**src/rtl/avl_rd_arbiter_if.sv**
```systemverilog
// avl_rd_arbiter_if
// One-beat Avalon-MM read port: command (addr/read/waitrequest) plus the
// pipelined response (readdata/readdatavalid/response).
//   master modport : drives addr/read, receives waitrequest and response
//   slave  modport : receives addr/read, drives waitrequest and response
// Parameters: ADDR_W (address width), DATA_W (read data width).
interface avl_rd_arbiter_if #(
    parameter int ADDR_W = 33,
    parameter int DATA_W = 256
);
    logic [ADDR_W-1:0] addr;
    logic              read;
    logic              waitrequest;
    logic [DATA_W-1:0] readdata;
    logic              readdatavalid;
    logic [1:0]        response;

    modport master (
        output addr, read,
        input  waitrequest, readdata, readdatavalid, response
    );

    modport slave (
        input  addr, read,
        output waitrequest, readdata, readdatavalid, response
    );
endinterface

```
**src/rtl/avl_rd_arbiter.sv**
```systemverilog
// avl_rd_arbiter
// Shares one 256-bit Avalon-MM read master between two requesters
// (m0 = pixel uploader, m1 = secondary read client). Commands are muxed
// combinationally; a tag FIFO remembers the owner of each accepted read so
// that readdatavalid beats are steered back with zero added latency.
//
// Ports:
//   clk, rst_n  : clock, asynchronous active-low reset
//   m0, m1      : requester ports (slave modport of avl_rd_arbiter_if)
//   s           : memory-side port (master modport of avl_rd_arbiter_if)
//   outstanding : accepted-but-unanswered read count
//   busy        : reads outstanding or any requester asserting read
//   err_orphan  : sticky, a beat arrived while the tag FIFO was empty
//
// Parameters: ADDR_W, DATA_W, MAX_OUTST (power of two, 2..64).
//
// Build option: define AVL_RD_ARB_FIXED_PRIO_EN for fixed priority
// (m0 always wins a tie); default is round-robin between the two.
module avl_rd_arbiter #(
    parameter int ADDR_W    = 33,
    parameter int DATA_W    = 256,
    parameter int MAX_OUTST = 8
) (
    input  logic                       clk,
    input  logic                       rst_n,
    avl_rd_arbiter_if.slave            m0,
    avl_rd_arbiter_if.slave            m1,
    avl_rd_arbiter_if.master           s,
    output logic [$clog2(MAX_OUTST):0] outstanding,
    output logic                       busy,
    output logic                       err_orphan
);
    localparam int PTR_W = $clog2(MAX_OUTST);
    localparam int CNT_W = PTR_W + 1;

    // ------------------------------------------------------------------
    // Requester views as small arrays so both ports share one code path
    // ------------------------------------------------------------------
    logic [1:0]        req_read;
    logic [ADDR_W-1:0] req_addr [2];
    logic [1:0]        req_wait;
    logic [1:0]        req_rdv;

    assign req_read[0] = m0.read;
    assign req_read[1] = m1.read;
    assign req_addr[0] = m0.addr;
    assign req_addr[1] = m1.addr;

    // ------------------------------------------------------------------
    // State
    // ------------------------------------------------------------------
    logic             owner_reg;
    logic             lock_reg;
    logic [CNT_W-1:0] count_reg;
    logic [PTR_W-1:0] wr_ptr_reg;
    logic [PTR_W-1:0] rd_ptr_reg;
    logic             err_orphan_reg;
    logic             tag_mem [MAX_OUTST];
`ifndef AVL_RD_ARB_FIXED_PRIO_EN
    logic             last_served_reg;
`endif

    logic             owner_sel;
    logic             owner_read;
    logic             fifo_full;
    logic             fifo_empty;
    logic             accept;
    logic             push;
    logic             pop;
    logic             head_tag;
    logic [DATA_W-1:0] rdata_bcast;

    // Count is registered, so a pop in this cycle does not free a slot for
    // a push until the next cycle; this keeps fifo_full off the response path.
    assign fifo_full  = (count_reg == CNT_W'(MAX_OUTST));
    assign fifo_empty = (count_reg == '0);

    // ------------------------------------------------------------------
    // Owner selection. While a stalled command is pending (lock_reg) the
    // grant is frozen so addr/read stay stable until accepted.
    // ------------------------------------------------------------------
    always_comb begin
        owner_sel = owner_reg;
        if (!lock_reg) begin
            if (req_read[0] && req_read[1]) begin
`ifdef AVL_RD_ARB_FIXED_PRIO_EN
                owner_sel = 1'b0;
`else
                owner_sel = ~last_served_reg;
`endif
            end else if (req_read[1]) begin
                owner_sel = 1'b1;
            end else begin
                owner_sel = 1'b0;
            end
        end
    end

    assign owner_read = req_read[owner_sel];

    // Address is forced to zero when the owner is not requesting, so the
    // bus is quiet when idle.
    assign s.addr = owner_read ? req_addr[owner_sel] : '0;
    assign s.read = owner_read & ~fifo_full;

    assign accept   = s.read & ~s.waitrequest;
    assign push     = accept;
    assign pop      = s.readdatavalid & ~fifo_empty;
    assign head_tag = tag_mem[rd_ptr_reg];

    // ------------------------------------------------------------------
    // Per-requester waitrequest and readdatavalid
    // ------------------------------------------------------------------
    genvar gi;
    generate
        for (gi = 0; gi < 2; gi++) begin : g_req
            assign req_wait[gi] = (owner_sel == 1'(gi)) ? (s.waitrequest | fifo_full) : 1'b1;
            assign req_rdv[gi]  = pop & (head_tag == 1'(gi));
        end
    endgenerate

    assign rdata_bcast = s.readdata;

    assign m0.waitrequest   = req_wait[0];
    assign m1.waitrequest   = req_wait[1];
    assign m0.readdatavalid = req_rdv[0];
    assign m1.readdatavalid = req_rdv[1];
    assign m0.readdata      = rdata_bcast;
    assign m1.readdata      = rdata_bcast;
    assign m0.response      = s.response;
    assign m1.response      = s.response;

    // ------------------------------------------------------------------
    // Tag storage: no reset needed, validity is tracked by count/pointers
    // ------------------------------------------------------------------
    always_ff @(posedge clk) begin
        if (push) begin
            tag_mem[wr_ptr_reg] <= owner_sel;
        end
    end

    // ------------------------------------------------------------------
    // Control registers
    // ------------------------------------------------------------------
    always_ff @(posedge clk or negedge rst_n) begin
        if (!rst_n) begin
            owner_reg      <= 1'b0;
            lock_reg       <= 1'b0;
            count_reg      <= '0;
            wr_ptr_reg     <= '0;
            rd_ptr_reg     <= '0;
            err_orphan_reg <= 1'b0;
        end else begin
            owner_reg <= owner_sel;

            if (accept) begin
                lock_reg <= 1'b0;
            end else if (s.read && s.waitrequest) begin
                lock_reg <= 1'b1;
            end

            if (push) begin
                wr_ptr_reg <= wr_ptr_reg + 1'b1;
            end
            if (pop) begin
                rd_ptr_reg <= rd_ptr_reg + 1'b1;
            end

            case ({push, pop})
                2'b10:   count_reg <= count_reg + 1'b1;
                2'b01:   count_reg <= count_reg - 1'b1;
                default: count_reg <= count_reg;
            endcase

            if (s.readdatavalid && fifo_empty) begin
                err_orphan_reg <= 1'b1;
            end
        end
    end

`ifndef AVL_RD_ARB_FIXED_PRIO_EN
    // Reset to 1 so requester 0 wins the first tie.
    always_ff @(posedge clk or negedge rst_n) begin
        if (!rst_n) begin
            last_served_reg <= 1'b1;
        end else if (accept) begin
            last_served_reg <= owner_sel;
        end
    end
`endif

    assign outstanding = count_reg;
    assign busy        = (count_reg != '0) | req_read[0] | req_read[1];
    assign err_orphan  = err_orphan_reg;

endmodule

```
**src/flat_wrapper.sv**
```systemverilog
// flat-port wrapper written by rule: the top's interface ports become plain ports
module avl_rd_arbiter_flat 
#(
    parameter int ADDR_W    = 33,
    parameter int DATA_W    = 256,
    parameter int MAX_OUTST = 8
)
  (clk, rst_n, outstanding, busy, err_orphan, m0_addr, m0_read, m0_waitrequest, m0_readdata, m0_readdatavalid, m0_response, m1_addr, m1_read, m1_waitrequest, m1_readdata, m1_readdatavalid, m1_response, s_addr, s_read, s_waitrequest, s_readdata, s_readdatavalid, s_response);
  avl_rd_arbiter_if #(.ADDR_W(ADDR_W), .DATA_W(DATA_W)) m0_i ();
  avl_rd_arbiter_if #(.ADDR_W(ADDR_W), .DATA_W(DATA_W)) m1_i ();
  avl_rd_arbiter_if #(.ADDR_W(ADDR_W), .DATA_W(DATA_W)) s_i ();
  input  logic clk;
  input  logic rst_n;
  output logic [$clog2(MAX_OUTST):0] outstanding;
  output logic busy;
  output logic err_orphan;
  input wire logic [$bits(m0_i.addr)-1:0] m0_addr;
  input wire logic [$bits(m0_i.read)-1:0] m0_read;
  output wire logic [$bits(m0_i.waitrequest)-1:0] m0_waitrequest;
  output wire logic [$bits(m0_i.readdata)-1:0] m0_readdata;
  output wire logic [$bits(m0_i.readdatavalid)-1:0] m0_readdatavalid;
  output wire logic [$bits(m0_i.response)-1:0] m0_response;
  input wire logic [$bits(m1_i.addr)-1:0] m1_addr;
  input wire logic [$bits(m1_i.read)-1:0] m1_read;
  output wire logic [$bits(m1_i.waitrequest)-1:0] m1_waitrequest;
  output wire logic [$bits(m1_i.readdata)-1:0] m1_readdata;
  output wire logic [$bits(m1_i.readdatavalid)-1:0] m1_readdatavalid;
  output wire logic [$bits(m1_i.response)-1:0] m1_response;
  output wire logic [$bits(s_i.addr)-1:0] s_addr;
  output wire logic [$bits(s_i.read)-1:0] s_read;
  input wire logic [$bits(s_i.waitrequest)-1:0] s_waitrequest;
  input wire logic [$bits(s_i.readdata)-1:0] s_readdata;
  input wire logic [$bits(s_i.readdatavalid)-1:0] s_readdatavalid;
  input wire logic [$bits(s_i.response)-1:0] s_response;
  assign m0_i.addr = m0_addr;
  assign m0_i.read = m0_read;
  assign m0_waitrequest = m0_i.waitrequest;
  assign m0_readdata = m0_i.readdata;
  assign m0_readdatavalid = m0_i.readdatavalid;
  assign m0_response = m0_i.response;
  assign m1_i.addr = m1_addr;
  assign m1_i.read = m1_read;
  assign m1_waitrequest = m1_i.waitrequest;
  assign m1_readdata = m1_i.readdata;
  assign m1_readdatavalid = m1_i.readdatavalid;
  assign m1_response = m1_i.response;
  assign s_addr = s_i.addr;
  assign s_read = s_i.read;
  assign s_i.waitrequest = s_waitrequest;
  assign s_i.readdata = s_readdata;
  assign s_i.readdatavalid = s_readdatavalid;
  assign s_i.response = s_response;
  avl_rd_arbiter #(.ADDR_W(ADDR_W), .DATA_W(DATA_W), .MAX_OUTST(MAX_OUTST)) u_core (.clk(clk), .rst_n(rst_n), .m0(m0_i), .m1(m1_i), .s(s_i), .outstanding(outstanding), .busy(busy), .err_orphan(err_orphan));
endmodule
```
**config.mk**
```make
export PLATFORM = sky130hd
export DESIGN_NAME = avl_rd_arbiter_flat
export DESIGN_NICKNAME = d
export VERILOG_FILES = /design/src/rtl/avl_rd_arbiter_if.sv /design/src/rtl/avl_rd_arbiter.sv /design/src/flat_wrapper.sv
export SDC_FILE = /design/constraint.sdc
export NUM_CORES = 1
export LEC_CHECK = 0
export ABC_AREA = 1
export BUFFER_PORTS_ARGS = -buffer_cell sky130_fd_sc_hd__buf_4
export CORE_AREA = 2 2 345 347
export CTS_BUF_LIST = sky130_fd_sc_hd__clkbuf_16
export DETAILED_ROUTE_END_ITERATION = 10
export DIE_AREA = 0 0 347 349
export PLACE_DENSITY = 0.3
export SYNTH_ARGS = -nofsm -noshare
export SYNTH_HDL_FRONTEND = slang
export SYNTH_SLANG_ARGS = --single-unit
```
**constraint.sdc**
```tcl
create_clock -name clk -period 1.7 [get_ports clk]
set_clock_uncertainty 0.1 [all_clocks]
set_input_delay 0.085 -clock clk [delete_from_list [all_inputs] [get_ports clk]]
set_output_delay 0.085 -clock clk [all_outputs]
set_load 0.03 [all_outputs]
```
* Word level (Yosys, flattened, before mapping)
Memories as Yosys holds them, arrays and structs flattened.
Cells that the tools add are included.
** Operators by class
- Eq/ne operators :: 3
- Add/sub/neg operators :: 4
- Reductions and logical operators :: 7
- Bitwise gates (word level) :: 14
- Mux-type cells :: 16
- Magnitude comparators :: 2
** Operator list (number)
- 33-bit 2-to-1 mux :: 4
- 1-bit 2-to-1 mux :: 11
- 4-bit one-hot mux with 2 select lines :: 1
- 3-bit by 1-bit adder with 3-bit output, second input constant :: 2
- 1-bit AND :: 5
- 1-bit inverter :: 5
- 4-bit by 1-bit adder with 4-bit output, second input constant :: 1
- 4-bit == test, second input constant :: 1
- 4-bit zero test :: 1
- 2-bit nonzero test :: 2
- 4-bit nonzero test :: 1
- 4-bit by 1-bit subtractor with 4-bit output, second input constant :: 1
- 1-bit logical AND :: 3
- 1-bit OR :: 3
- 2-bit by 1-bit == test with 1-bit output, second input constant :: 1
- 2-bit == test, second input constant :: 1
- 2-bit greater-or-equal comparator, second input constant :: 1
- 1-bit by 2-bit < comparator with 1-bit output, second input constant :: 1
- 1-bit inverter with 2-bit output :: 1
** Word-level totals
- Flip-flop bits (word level) :: 14
- Memories kept :: 1
- Logic and storage cells :: 54
- Bits of input ports :: 330
- Output and inout port bits :: 560
- Memory bits (writable) :: 8
** Memories
- u_core.tag_mem :: depth 8, bits a word 1, rd ports 1, clocked after memory_dff 0, write ports 1, line avl_rd_arbiter.sv:58 : logic tag_mem [MAX_OUTST];

* Depth between registers and ports, before layout
- Depth in word-level cells :: 9
- Mapped depth :: 12
- Depth with buffers taken out :: 12

* Least setup slack after synthesis
No wires, ideal clock.
- Kind :: reg2reg
- Start :: reg u_core.count_reg[3], in the netlist u_core.outstanding[3]
- End :: reg u_core.count_reg[3], in the netlist u_core.outstanding[3]
- Data arrival time :: 1.741 ns
- Library setup time :: 0.118 ns
- Setup slack :: -0.259 ns
- Data required time :: 1.482 ns
- Stages on the path, launching flop included :: 10
- Period minus slack after synthesis :: 1.959 ns
- Path buffers :: 0
- Cells stage by stage :: dfrtp_1 > inv_1 > nor2_1 > a21oi_2 > nand3_4 > ha_1 > a31oi_1 > nand2_1 > nand2_1 > nand2_1
** On the way
- Word-level cells in the longest chain between the ends :: 6
- Elaborated cells between the ends (all ways) :: 13
- Classes of those cells :: add/sub: 2; eq/ne: 3; mux: 1; bitwise: 5; reduce/logical: 2
** RTL lines
- from (decl) :: line avl_rd_arbiter.sv:54 : logic [CNT_W-1:0] count_reg;
- from (signal assigned) :: line avl_rd_arbiter.sv:170 : 2'b10: count_reg <= count_reg + 1'b1;
- from (signal assigned) :: line avl_rd_arbiter.sv:171 : 2'b01: count_reg <= count_reg - 1'b1;
- from (signal assigned) :: line avl_rd_arbiter.sv:172 : default: count_reg <= count_reg;
- 4-bit == test :: line avl_rd_arbiter.sv:75 : assign fifo_full = (count_reg == CNT_W'(MAX_OUTST));
- 1-bit inverter :: line avl_rd_arbiter.sv:104 : assign s.read = owner_read & ~fifo_full;
- 1-bit AND :: line avl_rd_arbiter.sv:104
- 1-bit AND :: line avl_rd_arbiter.sv:106 : assign accept = s.read & ~s.waitrequest;
- 2-bit by 1-bit == test with 1-bit output or 2-bit == test (tied branches) :: line avl_rd_arbiter.sv:169 : case ({push, pop})
- 4-bit one-hot mux with 2 select lines or 2-bit nonzero test (tied branches)
Several ways; a longest one is shown, not always the timed one.
A chain may end at the register's enable or synchronous reset.

* Worst setup path in the final report
- Start :: reg u_core.last_served_reg
- End :: out s_addr[8]
** On the way
- Word-level cells in the longest chain between the ends :: 8
- Elaborated cells between the ends (all ways) :: 10
- Classes of those cells :: mux: 8; bitwise: 2
** RTL lines
- from (decl) :: line avl_rd_arbiter.sv:60 : logic last_served_reg;
- from (signal assigned) :: line avl_rd_arbiter.sv:187 : last_served_reg <= owner_sel;
- 1-bit inverter (*) :: line avl_rd_arbiter.sv:89 : owner_sel = ~last_served_reg;
- 1-bit 2-to-1 mux (*) :: line avl_rd_arbiter.sv:85 : if (req_read[0] && req_read[1]) begin
- 1-bit 2-to-1 mux (*) :: line avl_rd_arbiter.sv:84 : if (!lock_reg) begin
- 1-bit inverter with 2-bit output (not written as such) :: line avl_rd_arbiter.sv:103 : assign s.addr = owner_read ? req_addr[owner_sel] : '0;
- 33-bit 2-to-1 mux (not written as such) (3 in a row) :: line avl_rd_arbiter.sv:103
- 33-bit 2-to-1 mux (*) :: line avl_rd_arbiter.sv:103
- to (decl) :: line flat_wrapper.sv:29 : output wire logic [$bits(s_i.addr)-1:0] s_addr;
Mark *: on every way between the ends. The rest lies on a longest branch, timed or not. The select of a mux whose other input is x is not followed.

==> summary.txt <==
Status
  – Run status: finished, violations left
  – Failing checks: setup timing

GRT
  – Initial antenna violation count: 13
  – First-pass GRT wire length: 52140 um
  – Vias in the first global route: 3305
  – Largest net degree at the start of global routing: 21
  – All-layer global routing usage: 7.070%
  – Grt ovf: 0

Cells and area
  – # diodes: 0
  – Final Cell Area: 5976 um2
  – Area grow syn2layout: 5.314%
  – Commonest non-fill, non-tap cells in the layout: 104 x buf_4, 80 x nand2_1, 60 x nand2_2
  – Reg with most FFs: u_core.tag_mem
  – Final nets: 798
  – Fraction of layout cells with a size suffix above 1: 68.03%
  – Most common cell after layout, fill and taps aside: buf_4
  – Max reg flops: 8

Clock tree
  – Total CTS buffers: 3
  – Clock Pin Slew Worst Setup and Hold Paths: 0.06 ns
  – H-Tree Depth: 1
  – Clk buf depth: 2
  – CTS tree: done
  – Skew-Pair Late Insertion Delay: 0.26 ns
  – CTS Root Cell: clkbuf_16
  – CTS sink count: 22

Route
  – Routed vias/inst: 1.644
  – Wire per inst: 23.08 um
  – DRC viols: 0
  – DRT Wirelength: 46130 um
  – Starting DRT DRC Count: 155
  – Detail Route Antenna Nets: 0
  – Vias: 3286
  – 1st-pass router iterations: 4

Floorplan
  – Die Ht: 349 um
  – Core ar.: 117500 um2
  – Row cnt: 126
  – Die X: 347 um
  – Die ar.: 121100 um2
  – Ports: 890
  – Starting Density: 4.831%

Yosys
  – Cells after Synth: 818
  – Sequential area share after synthesis: 10.43%
  – Synth Warn #: 0
  – Syn Nets: 1152
  – Distinct cells, synth: 29
  – Syn avg cell area: 6.937 um2
  – Mapped Area: 5674 um2
  – Number of synthesized register bits: 22

Power and ir drop
  – Pint: 4.681 mW
  – Total power: 9.725 mW
  – Psw: 5.045 mW
  – PwrDens: 1627 nW/um2
  – Power share of the combinational group: 83.2%
  – Pleak: 2.228 nW
  – VDD IR-drop max: 0.5077 mV
  – Sequential share of power: 9.9%
  – Switch share: 51.87%
  – Clk pwr share: 6.9%

Timing
  – Setup TNS: -10.26 ns
  – Slew at the pin closest to its max-slew limit: 0.2425 ns
  – Fin. Hold Viols: 0
  – Setup Viol. Count Final: 49
  – Final hold slack: 0.07001 ns
  – Fmax: 498.8 MHz
  – Max Slew Vio Count: 0
  – Setup ws final: -0.3048 ns
  – Slew headroom: 83.83%
  – RSZ-0062 raised after global routing: yes
  – Tcrit/Tclk final: 117.9%
  – Crit path time final: 2.005 ns

Setup path
  – Max incr delay on CP: 0.54 ns
  – Worst path required time: 1.51 ns
  – Worst r2r src: u_core.last_served_reg$_DFFE_PN1P_
  – CP Capture Type: output pin
  – Worst Path Arrival: 1.82 ns
  – Critical-path top delay cell: dfstp_2
  – CP Cell Sequence: nand2_2 > nand3_4 > nand3_2 > nand2_2 > inv_2 > buf_6 > buf_12 > nand2_1 > inv_2 > buf_6
  – Worst-path fanout max: 20
  – Startpoint Class: register
  – R2r worst-path depth: 13
  – Reg2reg end: u_core.outstanding[3]$_DFFE_PN0P_
  – Worst setup path class: reg -> out
  – Reg2reg setup slack: -0.22 ns

Place
  – Setup WS pre-CTS: -0.2232 ns
  – Port bufs: 115
  – RePlAce Congestion: 0.6677
  – DP HPWL: 41500 um
  – Dpl cell area: 4951 um2

Min path
  – Number of cells on the worst hold path: 0
  – Min-delay src: s_readdata[32]
  – HP Class: in -> out
  – Hold Path Sink: m0_readdata[32]

Run
  – Max Cap Viol: 0
timing repair:
action / in CTS / in global routing
gates resized for setup: 141 / 90
buffers inserted: 6 / 5
endpoints found under the setup margin: 47 / 52
hold buffers: 2 / 0
pin swaps: 17 / 28
cloned: 2 / 2
hold endpoints to repair: 15 / 0
logic make-up (layout without fill, tap and decap cells):
kind of cell / Yosys count / count (layout) / synth area share (%)
AOI/OAI and AO/OA: 16 / 16 / 1.786
and+or+nand+nor: 194 / 194 / 13.74
xor gates and xnor gates: 5 / 5 / 0.7719
adders and majority gates: 4 / 4 / 0.8821
DFF: 22 / 22 / 10.43
buffers and inverters: 577 / 222 / 72.39
critical path: cells and delay by family (launching register included):
| family | cells | cell delay, ns |
|---|---|---|
| buffers and inverters | 5 | 0.52 |
| flip-flops | 1 | 0.54 |
| AND/OR/NAND/NOR | 5 | 0.46 |
through the flow:
step                utilization, %  std cells
finish                       5.088       1999
global route                 5.088       1999
CTS                          4.776       1993
detailed placement           4.215       1979
global placement             4.215       1979
floorplan                        -        818
power groups by stage:
stage	Sequential [mW]	Combinational (mW)	Clock, mW
2_1_floorplan	1.08	4.94	0
3_3_place_gp	0.952	6.19	0
3_5_place_dp	0.948	6.16	0
4_1_cts	0.954	7.63	0.696
5_1_grt	0.985	8.91	0.718
6_report	0.960	8.10	0.670
synthesized netlist by cell type:
master      n  share of area, %
a21o_1      1              0.13
a21oi_1     3              0.26
a21oi_2     1              0.15
a31oi_1     1              0.11
buf_1       2              0.13
buf_2       4              0.35
buf_4     516                68
clkbuf_1    3              0.20
clkinv_1    2              0.13
dfrtp_1    13               5.7
dfstp_2     1              0.46
edfxtp_1    8               4.2
ha_1        4              0.88
inv_1      49               3.2
inv_2       1             0.066
nand2_1   158                10
nand2_2     5              0.55
nand3_1     8              0.71
nand3_4     1              0.31
nor2_1     18               1.2
nor2_2      2              0.22
nor2_4      1              0.20
o21ai_0     6              0.53
o21ai_1     1             0.088
o21bai_2    1              0.20
o32ai_1     2              0.31
or2_2       1              0.11
xnor2_1     2              0.31
xor2_1      3              0.46
cell type report:
class / count / area, um2
fillers: 13930 / 111500
well taps: 1536 / 1922
repair buffers: 166 / 1688
multi-input cells: 219 / 1451
flip-flops and latches: 22 / 596.8
inverters: 52 / 212.7
clock buffers: 3 / 75.07
clock inverters: 1 / 30.03
layer usage:
layer  vias to the layer above  global-route usage [%]  wire (um)
met1                      1234                   4.029       9523
met3                       158                   11.94      16020
li1                       1222                       -          -
met4                        26                   3.185       2363
met2                       646                   9.604      17940
met5                         -                  0.9604        282
how the worst max path moves through the flow:
stage / from / end / depth (start not counted)
after floorplan: u_core.outstanding[3]$_DFFE_PN0P_ / u_core.outstanding[2]$_DFFE_PN0P_ / 12
after global placement: u_core.last_served_reg$_DFFE_PN1P_ / u_core.outstanding[2]$_DFFE_PN0P_ / 11
after detailed placement: u_core.last_served_reg$_DFFE_PN1P_ / u_core.outstanding[2]$_DFFE_PN0P_ / 11
after CTS: u_core.last_served_reg$_DFFE_PN1P_ / s_addr[14] / 11
after global routing: u_core.last_served_reg$_DFFE_PN1P_ / s_addr[6] / 11
final: u_core.last_served_reg$_DFFE_PN1P_ / s_addr[8] / 10
Power figures use the tool's default switching activity.
